**config.mk**
```make
export PLATFORM = sky130hd
export DESIGN_NAME = merge2_arb
export DESIGN_NICKNAME = d
export VERILOG_FILES = /design/src/rtl/merge2_arb.sv
export SDC_FILE = /design/constraint.sdc
export NUM_CORES = 1
export LEC_CHECK = 0
export CAP_MARGIN = 20
export CORE_MARGIN = 4
export CORE_UTILIZATION = 45
export CTS_CLUSTER_SIZE = 25
export DETAILED_ROUTE_END_ITERATION = 10
export GPL_ROUTABILITY_DRIVEN = 0
export GPL_TIMING_DRIVEN = 0
export PLACE_DENSITY = 0.95
export SYNTH_ARGS = -nofsm -noshare
export SYNTH_HDL_FRONTEND = slang
export SYNTH_SLANG_ARGS = --single-unit
```
**constraint.sdc**
```tcl
create_clock -name clk -period 4.6 [get_ports clk]
set_input_delay 1.38 -clock clk [delete_from_list [all_inputs] [get_ports clk]]
set_output_delay 1.38 -clock clk [all_outputs]
set_load 0.02 [all_outputs]
```
**src/rtl/merge2_arb.sv**
```systemverilog
// rtl/merge2_arb.sv - two-source round-robin merger into a one-entry registered output
// Counts accepted words per source with saturating counters.
module merge2_arb #(
  parameter int DATA_W = 32,
  parameter int CNT_W  = 16
) (
  input  logic              clk,
  input  logic              rst_n,
  input  logic              in0_valid,
  input  logic [DATA_W-1:0] in0_data,
  output logic              in0_ready,
  input  logic              in1_valid,
  input  logic [DATA_W-1:0] in1_data,
  output logic              in1_ready,
  output logic              out_valid,
  output logic [DATA_W-1:0] out_data,
  output logic              out_src,
  input  logic              out_ready,
  output logic [CNT_W-1:0]  cnt0,
  output logic [CNT_W-1:0]  cnt1
);

  logic              out_valid_q, out_valid_d;
  logic [DATA_W-1:0] out_data_q,  out_data_d;
  logic              out_src_q,   out_src_d;
  logic              last_q,      last_d;
  logic [CNT_W-1:0]  cnt0_q,      cnt0_d;
  logic [CNT_W-1:0]  cnt1_q,      cnt1_d;

  logic space;
  logic grant_vld;
  logic grant_src;
  logic take;

  // Round robin only matters when both compete; a lone requester always wins.
  always_comb begin
    grant_vld = in0_valid | in1_valid;
    grant_src = 1'b0;
    if (in0_valid && in1_valid) begin
      grant_src = ~last_q;
    end else if (in1_valid) begin
      grant_src = 1'b1;
    end
  end

  assign space     = ~out_valid_q | out_ready;
  assign take      = rst_n & space & grant_vld;
  assign in0_ready = take & ~grant_src;
  assign in1_ready = take & grant_src;

  always_comb begin
    out_valid_d = out_valid_q;
    out_data_d  = out_data_q;
    out_src_d   = out_src_q;
    last_d      = last_q;
    cnt0_d      = cnt0_q;
    cnt1_d      = cnt1_q;
    if (take) begin
      out_valid_d = 1'b1;
      out_data_d  = grant_src ? in1_data : in0_data;
      out_src_d   = grant_src;
      last_d      = grant_src;
      if (grant_src) begin
        cnt1_d = (&cnt1_q) ? cnt1_q : cnt1_q + CNT_W'(1);
      end else begin
        cnt0_d = (&cnt0_q) ? cnt0_q : cnt0_q + CNT_W'(1);
      end
    end else if (out_ready) begin
      out_valid_d = 1'b0;
    end
  end

  // last resets to 1 so the first contested grant after reset goes to source 0.
  always_ff @(posedge clk or negedge rst_n) begin
    if (!rst_n) begin
      out_valid_q <= 1'b0;
      out_data_q  <= '0;
      out_src_q   <= 1'b0;
      last_q      <= 1'b1;
      cnt0_q      <= '0;
      cnt1_q      <= '0;
    end else begin
      out_valid_q <= out_valid_d;
      out_data_q  <= out_data_d;
      out_src_q   <= out_src_d;
      last_q      <= last_d;
      cnt0_q      <= cnt0_d;
      cnt1_q      <= cnt1_d;
    end
  end

  assign out_valid = out_valid_q;
  assign out_data  = out_data_q;
  assign out_src   = out_src_q;
  assign cnt0      = cnt0_q;
  assign cnt1      = cnt1_q;

endmodule

```
## After elaboration in Yosys (flattened, before gate mapping)

Cells that the tools add are included.

| storage, ports and cells | value |
|---|---|
| output and inout port bits | 68 |
| register bits | 67 |
| bits of input ports | 69 |

| cells by class | value |
|---|---|
| multiplexer cells | 5 |
| reductions and logical operators | 6 |
| bitwise gates (word level) | 11 |
| add/subtract/negate cells | 2 |

Operators with widths:

| kind | count |
|---|---|
| 16-bit by 1-bit adder with 16-bit output (second input constant) | 2 |
| 32-bit 2-to-1 mux | 1 |
| 16-bit AND reduction | 2 |
| 3-bit AND reduction | 2 |
| 1-bit NOT | 5 |
| 1-bit bitwise AND | 4 |
| 1-bit 2-to-1 mux | 4 |
| 1-bit bitwise OR | 2 |
| 2-bit nonzero test | 1 |
| 1-bit logical AND | 1 |

## Depth between registers and ports, before layout

Gate-level depths: netlist (run 1).

| logic depth | value |
|---|---|
| depth in word-level cells | 5 |
| gate-level depth with buffers | 6 |
| gate-level depth less buffers | 5 |

## Worst setup path before layout (run 1)

No wires, ideal clock.

| timing path | value |
|---|---|
| kind | input port to output port |
| start | input port out_ready |
| end | output port in1_ready |
| slack | 1088 ps |
| required time | 3220 ps |
| buffers on the path | 1 |
| stages | 4 |
| data arrival time | 2132 ps |
| cell sequence | nand2b_2 -> nand3_2 -> clkinv_1 -> buf_2 |

| on the way | value |
|---|---|
| longest elaborated chain between the ends | 4 |

Ends and longest elaborated chain:

| element | line | source |
|---|---|---|
| start: declaration | 18 | `input logic out_ready,` |
| 1-bit bitwise OR | 46 | `assign space = ~out_valid_q \| out_ready;` |
| 1-bit bitwise AND (2 in a row) | 47 | `assign take = rst_n & space & grant_vld;` |
| 1-bit bitwise AND | 49 | `assign in1_ready = take & grant_src;` |
| end: declaration | 14 | `output logic in1_ready,` |

Every way passes these cells.

## Final worst setup path (run 1)

| timing path | value |
|---|---|
| start | input port out_ready |
| end | output port in0_ready |

| on the way | value |
|---|---|
| longest elaborated chain between the ends | 4 |

Ends and longest elaborated chain:

| element | line | source |
|---|---|---|
| 1-bit bitwise OR | 46 |  |
| 1-bit bitwise AND (2 in a row) | 47 |  |
| 1-bit bitwise AND | 48 | `assign in0_ready = take & ~grant_src;` |
| end: declaration | 11 | `output logic in0_ready,` |

Every way passes these cells.

==> out/qor.yml, run 1 <==
setup_path:
  end_kind: "primary output"
  r2r_slack_ns: 2.62
  critPathRequiredTime_ns: 3.22
  critical_path_class: "in2out"
  crit_fanout: 16
  crit-reg2reg-launch: "last_q$_DFFE_PN1N_"
  start_kind: "input pin"
  slowest_stage: "clkdlybuf4s50_1"
  slowest_delay_ns: 0.45
  crit_chain: "clkdlybuf4s50_1, nand2b_2, o2111ai_2, inv_2, dlygate4sd2_1"
  arrival_ns: 3.04
  worst_r2r_endpoint: "out_data[11]$_DFFE_PN0N_"
  r2r_cells: 5
clock_network:
  postCtsHoldBufs: 0
  cts_tree: "built"
  cts.sinks: 67
  root_buffer: "clkbuf_8"
  clock_latency_ns: 0.33
  clk_pin_slew_ns: 0.07
  cts_buffer_depth: 2
  cts_max_level: 3
  cts_buffers: 9
hold_path:
  min_to: "last_q$_DFFE_PN1N_"
  hold_path.class: "reg2reg"
  whs_path_depth: 2
  worstHoldStart: "last_q$_DFFE_PN1N_"
timing:
  rsz0062_at_grt: "no"
  fin_skew_ns: 0.0113
  finalHoldViolCount: 0
  fmax_mhz: 226
  drv_slew: 0
  hold-worst-slack_ns: 0.489
  finalSetupViolCount: 0
  period_minus_slack_ns: 4.42
  final.period_utilization: 0.960
  worstMarginPinSlew_ns: 0.707
  max_slew_margin: 0.527
finish:
  antennaDiodeCount: 0
  drive_above_1_share: 0.0870
  stdcell_area_mm2: 0.00469
  instances_no_fill: 491
  final_util: 0.726
  nNetsFinal: 480
  areaGrowthSynthToFinish_pct: 54.0
die:
  row_count: 29
  die_h_um: 90.3
  dieArea_mm2: 0.00815
  top_level_ports: 137
  fp.coreArea_mm2: 0.00646
  start_util: 0.472
  chipWidth_um: 90.3
global_routing:
  grt_max_degree: 72
  grt_antenna_before_repair: 0
  grt_usage: 0.218
  grt_overflow: 0
  grt_first_pass_wirelength_um: 14400
  grt_pass1_vias: 2818
routing:
  routed_wl_um: 8940
  via_per_inst: 5.71
  via_count: 2804
  post_drt_wl_per_cell_um: 18.2
  drtPass1Iterations: 6
  drc: 0
  drtIter0Drc: 195
  drtAntennaViolNets: 0
synthesis:
  yosys_most_used_dff: "dfrtp_1"
  netlist_area_mm2: 0.00305
  synthTopCellsByArea: "dfrtp_1 54%, a222oi_1 11%, xor2_1 7.2%"
  synth-edff-count: 0
  ys_seq_elements: 67
  ys_top_cells_by_count: "66 x dfrtp_1, 32 x a222oi_1, 32 x inv_1"
  yosysTopAreaCell: "dfrtp_1"
  synthArstFlopShare: 1.00
  synth_cell_types: 41
  synthCells: 264
  synth_warnings: 0
  synth_nets: 335
  synth.most_common_cell: "dfrtp_1"
  syn_avg_cell_area_um2: 11.5
  yosysSeqAreaShare: 0.551
  netlist.area_leader.share: 0.542
power_and_ir_drop:
  peakVddDrop_uv: 267
  p_per_area_mw_per_mm2: 407
  p_total_mw: 1.91
  p_leak_nw: 2.18
placement:
  io_buffer_count: 136
  placed_area_mm2: 0.00450
  dp_hpwl_um: 6640
  dpl.cell_count: 477
run:
  maxCapViolations: 0
outcome:
  status: "completed"
[routing by layer]
layer / global-route usage / wire, um / up-vias
li1: - / - / 1290
met1: 0.272 / 3600 / 1346
met2: 0.360 / 4340 / 155
met3: 0.0608 / 822 / 13
met4: 0.0829 / 179 / 0
met5: 0 / 0 / -
[worst max path at each step]
stage / startpoint / end / slack (ns) / depth (start not counted)
2_1_floorplan: out_ready / in1_ready / 1.09 / 4
3_3_place_gp: rst_n / in1_ready / -2.94 / 5
3_5_place_dp: rst_n / in0_ready / -0.50 / 5
4_1_cts: in1_valid / in1_ready / 0.02 / 6
5_1_grt: in1_valid / in1_ready / 0.08 / 5
6_report: out_ready / in0_ready / 0.18 / 5
[cells in the final DEF, fill, tap and decap left out, types with 2 or more instances in the layout]
master,count
inv_2,2
clkdlybuf4s50_1,133
nand3_1,8
o21ai_0,2
nor4_1,7
a222oi_1,32
nand2_1,17
clkbuf_8,10
and4_1,5
ha_1,2
nor2_1,4
dlygate4sd2_1,2
clkinv_2,6
xor2_1,25
buf_1,2
nor4_4,2
mux2_2,2
nor4b_1,2
inv_1,32
nor3_1,13
dfrtp_1,66
nor2_2,2
xnor2_1,3
nand2b_1,2
nand4_1,7
and3_1,2
clkbuf_1,5
[registers in the layout, indices dropped and copies added, names as in the netlist]
name       flops
cnt0          16
cnt1          16
last_q         1
out_data      32
out_src        1
out_valid      1
[metrics by stage]
stage	setup TNS, ns	setup slack (ns)
2_1_floorplan	0	1.09
3_3_place_gp	-98.16	-2.94
3_5_place_dp	-1.00	-0.503
4_1_cts	0	0.0231
5_1_grt	0	0.0818
6_report	0	0.183
[critical path, delay by kind of cell]
family / cells / cell delay [ns]
buffers and inverters: 3 / 1.21
AND/OR/NAND/NOR: 1 / 0.18
AO/OA/AOI/OAI: 1 / 0.27
[layout make-up]
| class | count | area [um2] |
|---|---|---|
| buffer | 8 | 31.3 |
| multi-input combinational | 152 | 1200 |
| tap | 77 | 96.3 |
| fill | 450 | 1770 |
| clock inverter | 6 | 55.1 |
| timing repair buffer | 136 | 1360 |
| sequential | 67 | 1680 |
| inverter | 35 | 133 |
| clock buffer | 10 | 138 |
[timing repair]
| action | in CTS | in global routing |
|---|---|---|
| setup buffers | 0 | 0 |
| setup endpoints to repair | 2 | 2 |
| gates resized for setup | 5 | 0 |
[cells by family (layout without fill, tap and decap cells)]
logic type               after synthesis  after routing  synth area share
AND/OR/NAND/NOR                       79             79             0.165
buffers and inverters                 45            195            0.0567
multiplexers                           3              3            0.0123
flip-flops                            67             67             0.551
AO/OA/AOI/OAI                         40             40             0.126
adder cells (fa/ha/maj)                2              2           0.00821
XOR/XNOR                              28             28            0.0805
[where the power goes]
part	internal, mW	total [mW]	switching, mW
combinational	0.321	0.629	0.308
clock	0.260	0.477	0.217
sequential	0.698	0.801	0.103
(Power assumes the default switching activity.)
==> run 2: changes to the inputs <==
--- a/config.mk
+++ b/config.mk
@@ -5,7 +5,6 @@
 export SDC_FILE = /design/constraint.sdc
 export NUM_CORES = 1
 export LEC_CHECK = 0
-export CAP_MARGIN = 20
 export CORE_MARGIN = 4
 export CORE_UTILIZATION = 45
 export CTS_CLUSTER_SIZE = 25
@@ -13,6 +12,7 @@
 export GPL_ROUTABILITY_DRIVEN = 0
 export GPL_TIMING_DRIVEN = 0
 export PLACE_DENSITY = 0.95
+export SLEW_MARGIN = 20
 export SYNTH_ARGS = -nofsm -noshare
 export SYNTH_HDL_FRONTEND = slang
 export SYNTH_SLANG_ARGS = --single-unit
==> run 2 against run 1 <==
Net effect:
- count of clock-buffer cells in the layout grew 6
- worst setup slack worse by 0.048 ns
- combinational power is essentially flat
- core utilization increased by 0.68 points
- first-iteration DRC count increased by 12%
- register-to-register slack hardly changed
- maximum frequency fell by 1.1%
- via count is 1.6% higher
- sequential power is essentially flat
- clock skew fell by 0.0048 ns
- global-route usage is 0.14 points higher
- largest cell class unchanged
==> out/qor.yml, run 2 (synthesized netlist as in run 1, its figures left out) <==
outcome:
  status: "completed"
setup_path:
  arrival_ns: 3.08
  end_kind: "primary output"
  start_kind: "input pin"
  crit_fanout: 10
  critical_path_class: "in2out"
  critPathRequiredTime_ns: 3.22
timing:
  final.period_utilization: 0.971
  max_slew_margin: 0.538
  fmax_mhz: 224
  rsz0062_at_grt: "no"
  finalHoldViolCount: 0
  fin_skew_ns: 0.00643
  finalSetupViolCount: 0
  worstMarginPinSlew_ns: 0.690
  period_minus_slack_ns: 4.46
  drv_slew: 0
clock_network:
  cts.sinks: 67
  cts_buffer_depth: 2
  root_buffer: "clkbuf_8"
  clk_pin_slew_ns: 0.07
  postCtsHoldBufs: 0
  cts_buffers: 9
  cts_max_level: 3
  cts_tree: "built"
  clock_latency_ns: 0.32
  post_cts_buffers: 0
  cts_resized: 5
finish:
  final_util: 0.733
  layout_common_cells: "133 x clkdlybuf4s50_1, 66 x dfrtp_1, 32 x a222oi_1, 32 x inv_1, 25 x xor2_1"
  drive_above_1_share: 0.0889
  instances_no_fill: 493
  nNetsFinal: 482
  antennaDiodeCount: 0
  largest_register_ffs: 32
  layout_commonest_cell: "clkdlybuf4s50_1"
  areaGrowthSynthToFinish_pct: 55.4
routing:
  drtAntennaViolNets: 0
  drtIter0Drc: 218
  post_drt_wl_per_cell_um: 18.5
  via_per_inst: 5.78
  routed_wl_um: 9140
  drc: 0
  drtPass1Iterations: 7
  via_count: 2849
power_and_ir_drop:
  p_leak_nw: 2.20
  peakVddDrop_uv: 263
  p_total_mw: 1.93
  p_per_area_mw_per_mm2: 407
global_routing:
  grt_use_met2: 0.368
  grt_first_pass_wirelength_um: 14500
  grtUsageMet3: 0.0592
  top_usage_layer: "met2"
  grtUsageMet1: 0.266
  grt_max_degree: 37
  grt_overflow: 0
  grt_antenna_before_repair: 0
  grt_usage: 0.219
  grt_pass1_vias: 2856
die:
  dieArea_mm2: 0.00815
  start_util: 0.472
  chipWidth_um: 90.3
  top_level_ports: 137
  row_count: 29
  die_h_um: 90.3
  fp.coreArea_mm2: 0.00646
hold_path:
  hold_path.class: "reg2reg"
placement:
  io_buffer_count: 136
  dpl.cell_count: 478
  dp_hpwl_um: 6800
run:
  maxCapViolations: 0
[run 2: changes by cell type in the layout (fill, tap and decap cells not counted)]
cell,previous run,this run
buf_4,0,1
buf_8,1,0
buf_12,0,1
clkinv_2,6,1
bufinv_16,1,0
clkbuf_8,10,16
clkbuf_1,5,6
[run 2: area by class of cell]
cell class / count / area [um2]
Fill cell: 438 / 1720
Sequential cell: 67 / 1680
Timing Repair Buffer: 137 / 1380
Multi-Input combinational cell: 152 / 1200
Clock buffer: 16 / 210
Inverter: 35 / 133
Tap cell: 77 / 96.3
Buffer: 9 / 38.8
[run 2: worst paths after layout]
check                              startpoint                       end  slack [ns]  cells after the start
min                        last_q$_DFFE_PN1N_        last_q$_DFFE_PN1N_        0.48                      2
min in group asynchronous               rst_n       cnt1[4]$_DFFE_PN0P_        0.95                      1
max reg2reg                last_q$_DFFE_PN1N_  out_data[11]$_DFFE_PN0N_        2.63                      5
min reg2reg                last_q$_DFFE_PN1N_        last_q$_DFFE_PN1N_        0.48                      2
max in group asynchronous               rst_n        last_q$_DFFE_PN1N_        3.11                      2
max                                 in1_valid                 in1_ready        0.14                      6
[run 2: critical path: stages]
cell             delay (ns)
clkdlybuf4s50_1        0.53
a21boi_2               0.22
nand3_2                0.20
clkinv_2               0.18
buf_4                  0.21
dlygate4sd2_1          0.35
[run 2: power by group]
group          switching [mW]  internal (mW)
clock network           0.206          0.285
logic                   0.309          0.323
registers               0.106          0.698
total                   0.621           1.31
[run 2: layer usage]
metal  share of wire  up-vias
met4           0.021        0
li1                -     1279
met1            0.42     1410
met2            0.49      145
met3           0.074       15
met5               0        -
[run 2: metrics by stage]
| stage | cell area [um2] | hold slack [ns] | TNS, ns | worst slack [ns] |
|---|---|---|---|---|
| after floorplan | 3050 | 0.460 | 0 | 1.09 |
| after global placement | 4500 | 0.461 | -98.16 | -2.94 |
| after detailed placement | 4520 | 0.475 | -0.643 | -0.343 |
| after CTS | 4740 | 0.486 | 0 | 0.0684 |
| after global routing | 4730 | 0.520 | 0 | 0.0396 |
| final | 4730 | 0.484 | 0 | 0.135 |
